==> src/rtl/pio_irq_pkg.sv <==
// Shared types for the PIO interrupt master: FSM states and PIO register map.
// Level-read states exist only when PIO_IRQ_MASTER_LEVEL_EN is defined.
package pio_irq_pkg;

    localparam logic [1:0] REG_DATA = 2'd0;
    localparam logic [1:0] REG_MASK = 2'd2;
    localparam logic [1:0] REG_EDGE = 2'd3;

    typedef enum logic [2:0] {
        S_INIT,
        S_IDLE,
        S_RD_CAP,
        S_RD_WAIT,
        S_CLR,
`ifdef PIO_IRQ_MASTER_LEVEL_EN
        S_PUSH,
        S_RD_LVL,
        S_RD_LVL_WAIT
`else
        S_PUSH
`endif
    } state_t;

endpackage

==> src/rtl/pio_irq_master.sv <==
// Avalon-MM master servicing an edge-capture PIO: read, clear, push event.
// Optional PIO_IRQ_MASTER_LEVEL_EN adds a data-register read (event_level).
module pio_irq_master
    import pio_irq_pkg::*;
#(
    parameter logic [7:0] IRQ_MASK = 8'hFF
) (
    input  logic        clk,
    input  logic        reset_n,
    input  logic        irq,
    output logic [1:0]  address,
    output logic        chipselect,
    output logic        write_n,
    output logic [31:0] writedata,
    input  logic [31:0] readdata,
`ifdef PIO_IRQ_MASTER_LEVEL_EN
    output logic [7:0]  event_level,
`endif
    output logic [7:0]  event_data,
    output logic        event_valid,
    input  logic        event_ready
);

    state_t      r_state;
    state_t      w_next;
    logic [7:0]  r_cap;
    logic        w_cs;
    logic        w_wr_n;
    logic [1:0]  w_addr;
    logic [31:0] w_wdata;
    logic        w_evv;
    logic [7:0]  w_evd;
    logic        w_unused_rd;

    assign w_unused_rd = ^readdata[31:8];

    always_ff @(posedge clk or negedge reset_n) begin
        if (!reset_n) begin
            r_state <= S_INIT;
        end else begin
            r_state <= w_next;
        end
    end

    always_ff @(posedge clk or negedge reset_n) begin
        if (!reset_n) begin
            r_cap <= 8'h00;
        end else if (r_state == S_RD_WAIT) begin
            r_cap <= readdata[7:0] & IRQ_MASK;
        end
    end

`ifdef PIO_IRQ_MASTER_LEVEL_EN
    logic [7:0] r_level;

    always_ff @(posedge clk or negedge reset_n) begin
        if (!reset_n) begin
            r_level <= 8'h00;
        end else if (r_state == S_RD_LVL_WAIT) begin
            r_level <= readdata[7:0];
        end
    end

    assign event_level =
        (reset_n && r_state == S_PUSH) ? r_level : 8'h00;
`endif

    always_comb begin
        w_next  = r_state;
        w_cs    = 1'b0;
        w_wr_n  = 1'b1;
        w_addr  = REG_DATA;
        w_wdata = 32'h0;
        w_evv   = 1'b0;
        w_evd   = 8'h00;
        unique case (r_state)
            S_INIT: begin
                w_cs    = 1'b1;
                w_wr_n  = 1'b0;
                w_addr  = REG_MASK;
                w_wdata = {24'h0, IRQ_MASK};
                w_next  = S_IDLE;
            end
            S_IDLE: begin
                if (irq) w_next = S_RD_CAP;
            end
            S_RD_CAP: begin
                w_cs   = 1'b1;
                w_addr = REG_EDGE;
                w_next = S_RD_WAIT;
            end
            S_RD_WAIT: begin
                w_addr = REG_EDGE;
                w_next = S_CLR;
            end
            S_CLR: begin
                w_cs    = 1'b1;
                w_wr_n  = 1'b0;
                w_addr  = REG_EDGE;
                w_wdata = {24'h0, r_cap};
`ifdef PIO_IRQ_MASTER_LEVEL_EN
                w_next  = (r_cap == 8'h00) ? S_IDLE : S_RD_LVL;
`else
                w_next  = (r_cap == 8'h00) ? S_IDLE : S_PUSH;
`endif
            end
`ifdef PIO_IRQ_MASTER_LEVEL_EN
            S_RD_LVL: begin
                w_cs   = 1'b1;
                w_addr = REG_DATA;
                w_next = S_RD_LVL_WAIT;
            end
            S_RD_LVL_WAIT: begin
                w_addr = REG_DATA;
                w_next = S_PUSH;
            end
`endif
            S_PUSH: begin
                w_evv = 1'b1;
                w_evd = r_cap;
                if (event_ready) w_next = S_IDLE;
            end
            default: w_next = S_INIT;
        endcase
    end

    // INIT is the reset state, so bus outputs are gated while reset is held
    assign chipselect  = reset_n & w_cs;
    assign write_n     = ~reset_n | w_wr_n;
    assign address     = reset_n ? w_addr : 2'd0;
    assign writedata   = reset_n ? w_wdata : 32'h0;
    assign event_valid = reset_n & w_evv;
    assign event_data  = reset_n ? w_evd : 8'h00;

endmodule

==> config.mk <==
export PLATFORM = sky130hd
export DESIGN_NAME = pio_irq_master
export DESIGN_NICKNAME = d
export VERILOG_FILES = /design/src/rtl/pio_irq_pkg.sv /design/src/rtl/pio_irq_master.sv
export SDC_FILE = /design/constraint.sdc
export NUM_CORES = 1
export LEC_CHECK = 0
export BUFFER_PORTS_ARGS = -buffer_cell sky130_fd_sc_hd__buf_2
export CORE_MARGIN = 2
export CORE_UTILIZATION = 34
export CTS_BUF_LIST = sky130_fd_sc_hd__clkbuf_8
export CTS_CLUSTER_DIAMETER = 80
export DETAILED_ROUTE_END_ITERATION = 10
export PLACE_DENSITY = 0.76
export SYNTH_ARGS = -nofsm -noshare
export SYNTH_HDL_FRONTEND = slang
export SYNTH_SLANG_ARGS = --single-unit
==> constraint.sdc <==
create_clock -name clk -period 1.7 [get_ports clk]
set_input_delay 0.085 -clock clk [delete_from_list [all_inputs] [get_ports clk]]
set_output_delay 0.085 -clock clk [all_outputs]
set_load 0.02 [all_outputs]
==> flow_summary.json, run 1 <==
{
  "ir_worst_vdd_uv": 754,
  "layout_setup_ws_ns": 0.0938,
  "outcome": "finished clean",
  "vias": 687,
  "clock_sinks": 11,
  "crit_chain": "or3b_4 > a21oi_1 > buf_2",
  "startpoint_type": "flop",
  "ys_types": 22,
  "pwr_density_cell_nw_per_um2": 1610,
  "grtUsageTotal_pct": 14.0,
  "core-area_um2": 2250,
  "power_mw": 1.62,
  "cts_root_buffer": "clkbuf_8",
  "netlist.area_leader.share_pct": 33.2,
  "netlist_top_cells_area": "dfrtp_1 (33%), buf_4 (22%), mux2_2 (11%)",
  "path_max_fanout": 9,
  "postPlaceCellArea_um2": 935,
  "setup_violations": 0,
  "p_leak_nw": 0.580,
  "cts_tree": "built",
  "final_nets": 167,
  "crit_arrival_ns": 1.52,
  "ctsHtreeMaxLevel": 1,
  "slowest_delay_ns": 0.49,
  "min_period_over_period_pct": 94.5,
  "syn_to_final_growth_pct": 21.0,
  "rrSetupSlack_ns": 0.30,
  "finalSetupTns_ns": 0,
  "routabilityCongestion": 0.716,
  "path_class": "reg2out",
  "antenna_found_initial": 0,
  "worstSetupEndpointType": "output port",
  "fin_area_um2": 1000,
  "grt_pass1_wl_mm": 2.82,
  "grt_pass1_vias": 611,
  "worst_path_max_delay_cell": "or3b_4",
  "dp_slack_ns": 0.249,
  "viasPerCell": 4.35,
  "route.detailed.drc": 0,
  "grt_max_degree": 10,
  "final_cell_mix": "buf_2 (32), conb_1 (24), dfrtp_1 (11)",
  "rows": 17,
  "pin_count": 81,
  "path_buf_inv": 1,
  "ys_warn_count": 0,
  "overflow": 0,
  "fmax_mhz": 623,
  "syn_area_per_cell_um2": 8.81,
  "hold_class": "in2reg",
  "post-route-min-period_ns": 1.61,
  "finalHoldViolations": 0,
  "yosys.area.top_type": "dfrtp_1",
  "synthesis.area_um2": 828,
  "drv_slew": 0,
  "antenna_cells": 0,
  "final_common_cell": "buf_2",
  "worst_clock_skew_ns": 0.00222,
  "dp_hpwl_mm": 1.28,
  "clk_latency_ns": 0.24,
  "rsz0062_at_grt": "no",
  "cp_top_family": "simple AND/OR/NAND/NOR gates",
  "synth_cells": 94,
  "wl_per_cell_um": 11.0,
  "initial_utilization_pct": 36.7,
  "die_h_um": 53.4,
  "die-area_um2": 2850,
  "drive_gt1_share_pct": 39.2,
  "portBuffers": 32,
  "die_x_um": 53.4,
  "clockBufferDepth": 2,
  "drt_pass1_iterations": 4,
  "wl_mm": 1.74,
  "clkTransAtPathRegs_ns": 0.05,
  "seq_area_frac_synth_pct": 33.2,
  "synth-seq-cells": 11,
  "crit_required_ns": 1.62,
  "drtAntennaViolNets": 0,
  "cts_made_buffers": 3,
  "maxCapViolCount": 0,
  "drtIter0Drc": 5
}
[metrics by stage]
step | std cells | hold slack [ns] | util [%]
CTS | 158 | 0.0758 | 44.5
detailed placement | 152 | -0.0950 | 41.5
floorplan | 117 | -0.211 | -
global route | 158 | 0.0797 | 44.5
finish | 158 | 0.0805 | 44.5
global placement | 152 | -0.0966 | 41.5
[cells in the mapped netlist (all sizes together)]
cell type	number
mux2	8
buf	26
nor2	4
clkbuf	2
and2	8
inv	8
conb	1
o311ai	1
and4b	1
nor2b	4
dfrtp	11
o21ai	1
o22ai	1
a21oi	10
and2b	1
or3b	1
nand2	4
or4	2
[registers in the layout (all words and copies together), names as in the netlist]
signal / cells
r_state: 3
r_cap: 8
[layer usage]
metal  global-route usage (%)  up-vias  part of all wire, %
li1                         -      325                    -
met1                     16.8      304                   44
met2                     23.5       54                   44
met3                     2.26        4                   11
met4                     7.69        0                  1.5
met5                        0        -                    0
[what timing repair did]
action / 4_1_cts / 5_1_grt
setup endpoints to repair: 1 / 0
hold endpoints to repair: 11 / 0
gates resized for setup: 1 / 0
hold buffers: 2 / 0
buffers inserted: 0 / 0
[cell families (layout without fill, tap and decap cells)]
| logic type | Yosys count | count (layout) | synth area share [%] |
|---|---|---|---|
| other | 1 | 24 | 0.453 |
| buffers and inverters | 36 | 49 | 27.5 |
| AO/OA/AOI/OAI | 13 | 13 | 9.37 |
| AND/OR/NAND/NOR | 25 | 25 | 18.6 |
| multiplexers | 8 | 8 | 10.9 |
| flip-flops | 11 | 11 | 33.2 |
[final timing paths]
| check | from | to | cells after the start |
|---|---|---|---|
| max in group asynchronous | reset_n | r_state[2] | 3 |
| worst max-delay path | r_state[1] | writedata[0] | 3 |
| worst max register to register | r_cap[5] | r_state[2] | 3 |
| worst min register to register | r_cap[0] | r_cap[0] | 1 |
| min in group asynchronous | reset_n | r_cap[1] | 2 |
| worst min-delay path | readdata[2] | r_cap[2] | 2 |
[final cells by class]
class / instances / area [um^2]
Clock buffer: 3 / 41.3
Clock inverter: 1 / 3.75
Fill cell: 252 / 1250
Inverter: 8 / 30.0
Multi-Input combinational cell: 70 / 414
Sequential cell: 11 / 275
Tap cell: 28 / 35.0
Timing Repair Buffer: 37 / 203
[power by group]
part           switching (mW)  internal, mW
logic                   0.466         0.347
registers               0.154         0.396
clock network          0.0969         0.158
Note: power is estimated with default switching activity, not from simulation.
==> run 2: changes to the inputs <==
Settings changed: GPL_ROUTABILITY_DRIVEN set to 0, RECOVER_POWER set to 100.
Clock period 1.7 ns to 1.95 ns, I/O delays scaled along.
==> run 2 against run 1 <==
  * Sequential power down 10%
  * Register-to-register slack better by 0.19 ns
  * Global-route usage down 1.1 points
  * First-iteration DRC count up 120%
==> flow_summary.json, run 2 (synthesis gave the netlist of run 1 again) <==
{
  "drt_pass1_iterations": 4,
  "wl_per_cell_um": 10.8,
  "drv_slew": 0,
  "drtIter0Drc": 11,
  "grt_max_degree": 13,
  "top_regs": "r_cap: 8 flops, r_state: 3 flops",
  "final_cell_mix": "conb_1 (24), buf_2 (19), dfrtp_1 (11)",
  "path_max_fanout": 9,
  "hold_buffers": 1,
  "drtAntennaViolNets": 0,
  "cts_root_buffer": "clkbuf_8",
  "cts_tree": "built",
  "clockBufferDepth": 2,
  "antenna_found_initial": 0,
  "final_common_cell": "conb_1",
  "die-area_um2": 2850,
  "startpoint_type": "input pin",
  "antenna_cells": 0,
  "ir_worst_vdd_uv": 660,
  "syn_to_final_growth_pct": 16.8,
  "power_mw": 1.37,
  "die_h_um": 53.4,
  "min_period_over_period_pct": 92.1,
  "crit_required_ns": 1.85,
  "crit_arrival_ns": 1.70,
  "path_class": "in2out",
  "viasPerCell": 4.31,
  "worst_clock_skew_ns": 0.00180,
  "p_leak_nw": 0.527,
  "grt_pass1_vias": 573,
  "dp_hpwl_mm": 1.29,
  "largest_reg_flops": 8,
  "cp_top_family": "buffers and inverters",
  "holdWs_ns": 0.0927,
  "finalHoldViolations": 0,
  "cts_resized": 0,
  "rows": 17,
  "multiInputGateArea_um2": 409,
  "die_x_um": 53.4,
  "post-cts-setup-buffer-count": 0,
  "fmax_mhz": 557,
  "worst_path_max_delay_cell": "dlygate4sd3_1",
  "route.detailed.drc": 0,
  "slowest_delay_ns": 0.53,
  "setup_violations": 0,
  "overflow": 0,
  "finalSetupTns_ns": 0,
  "final_nets": 165,
  "crit_chain": "dlygate4sd3_1 > clkbuf_1 > or3b_1 > a21oi_1 > clkbuf_2",
  "rrSetupSlack_ns": 0.49,
  "worstHoldPathCells": 2,
  "grtUsageTotal_pct": 12.9,
  "pin_count": 81,
  "core-area_um2": 2250,
  "pwr_density_cell_nw_per_um2": 1410,
  "cp_num_cells": 5,
  "hold_class": "in2reg",
  "n_fill_cell": 232,
  "rsz0062_at_grt": "no",
  "path_buf_inv": 3,
  "regMostFlops": "r_cap",
  "clock_sinks": 11,
  "cts_made_buffers": 3,
  "worstSetupEndpointType": "output port",
  "maxCapViolCount": 0,
  "grt_pass1_wl_mm": 2.60,
  "clkTransAtPathRegs_ns": 0.05,
  "vias": 672,
  "seq_area_um2": 275,
  "ctsHtreeMaxLevel": 1,
  "initial_utilization_pct": 36.7,
  "wl_mm": 1.69,
  "portBuffers": 32,
  "clk_latency_ns": 0.23,
  "drive_gt1_share_pct": 29.7,
  "post-route-min-period_ns": 1.80,
  "outcome": "finished clean",
  "worstRegToRegCells": 3
}
## run 2: changes by cell type in the layout (fill, tap and decap cells not counted), sizes merged
cell	change
buf	-14
clkbuf	+13
dlygate4sd3	-1
## run 2: worst reg2reg max path: cells and delay by family (launching register included)
family,cells,cell delay (ns)
simple gates,2,0.50
mux,1,0.39
flops,1,0.45
## run 2: worst paths after layout
path / start / to
setup / recovery: reset_n / writedata[2]
hold / removal: readdata[1] / r_cap[1]
setup reg to reg: r_state[2] / r_cap[4]
hold reg to reg: r_cap[5] / r_cap[5]
max in group asynchronous: reset_n / r_state[1]
min in group asynchronous: reset_n / r_cap[5]
## run 2: cell type report
class | instances | area share [%]
Tap cell | 28 | 3.62
Inverter | 8 | 3.10
Multi-Input combinational cell | 70 | 42.3
Sequential cell | 11 | 28.5
Timing Repair Buffer | 35 | 17.9
Clock inverter | 1 | 0.388
Clock buffer | 3 | 4.27
## run 2: per-layer routing
| layer | part of all wire [%] | up-vias | track usage [%] |
|---|---|---|---|
| met5 | 0 | - | 0 |
| met3 | 12 | 2 | 3.39 |
| met4 | 0.24 | 0 | 5.13 |
| met2 | 46 | 50 | 21.4 |
| li1 | - | 320 | - |
| met1 | 42 | 300 | 15.6 |
## run 2: through the flow
step / utilization (%) / cell area (um^2) / cells / worst slack (ns)
2_1_floorplan: - / 915 / 117 / 0.466
3_3_place_gp: 41.1 / 927 / 151 / 0.491
3_5_place_dp: 41.1 / 927 / 151 / 0.459
4_1_cts: 43.6 / 982 / 156 / 0.200
5_1_grt: 42.9 / 967 / 156 / 0.0680
6_report: 42.9 / 967 / 156 / 0.154
## run 2: power by group
part           leakage [nW]  switching, mW  total [mW]  internal [mW]
sequential            0.130          0.149       0.494          0.345
combinational         0.369          0.383       0.651          0.267
clock                0.0269         0.0852       0.223          0.138
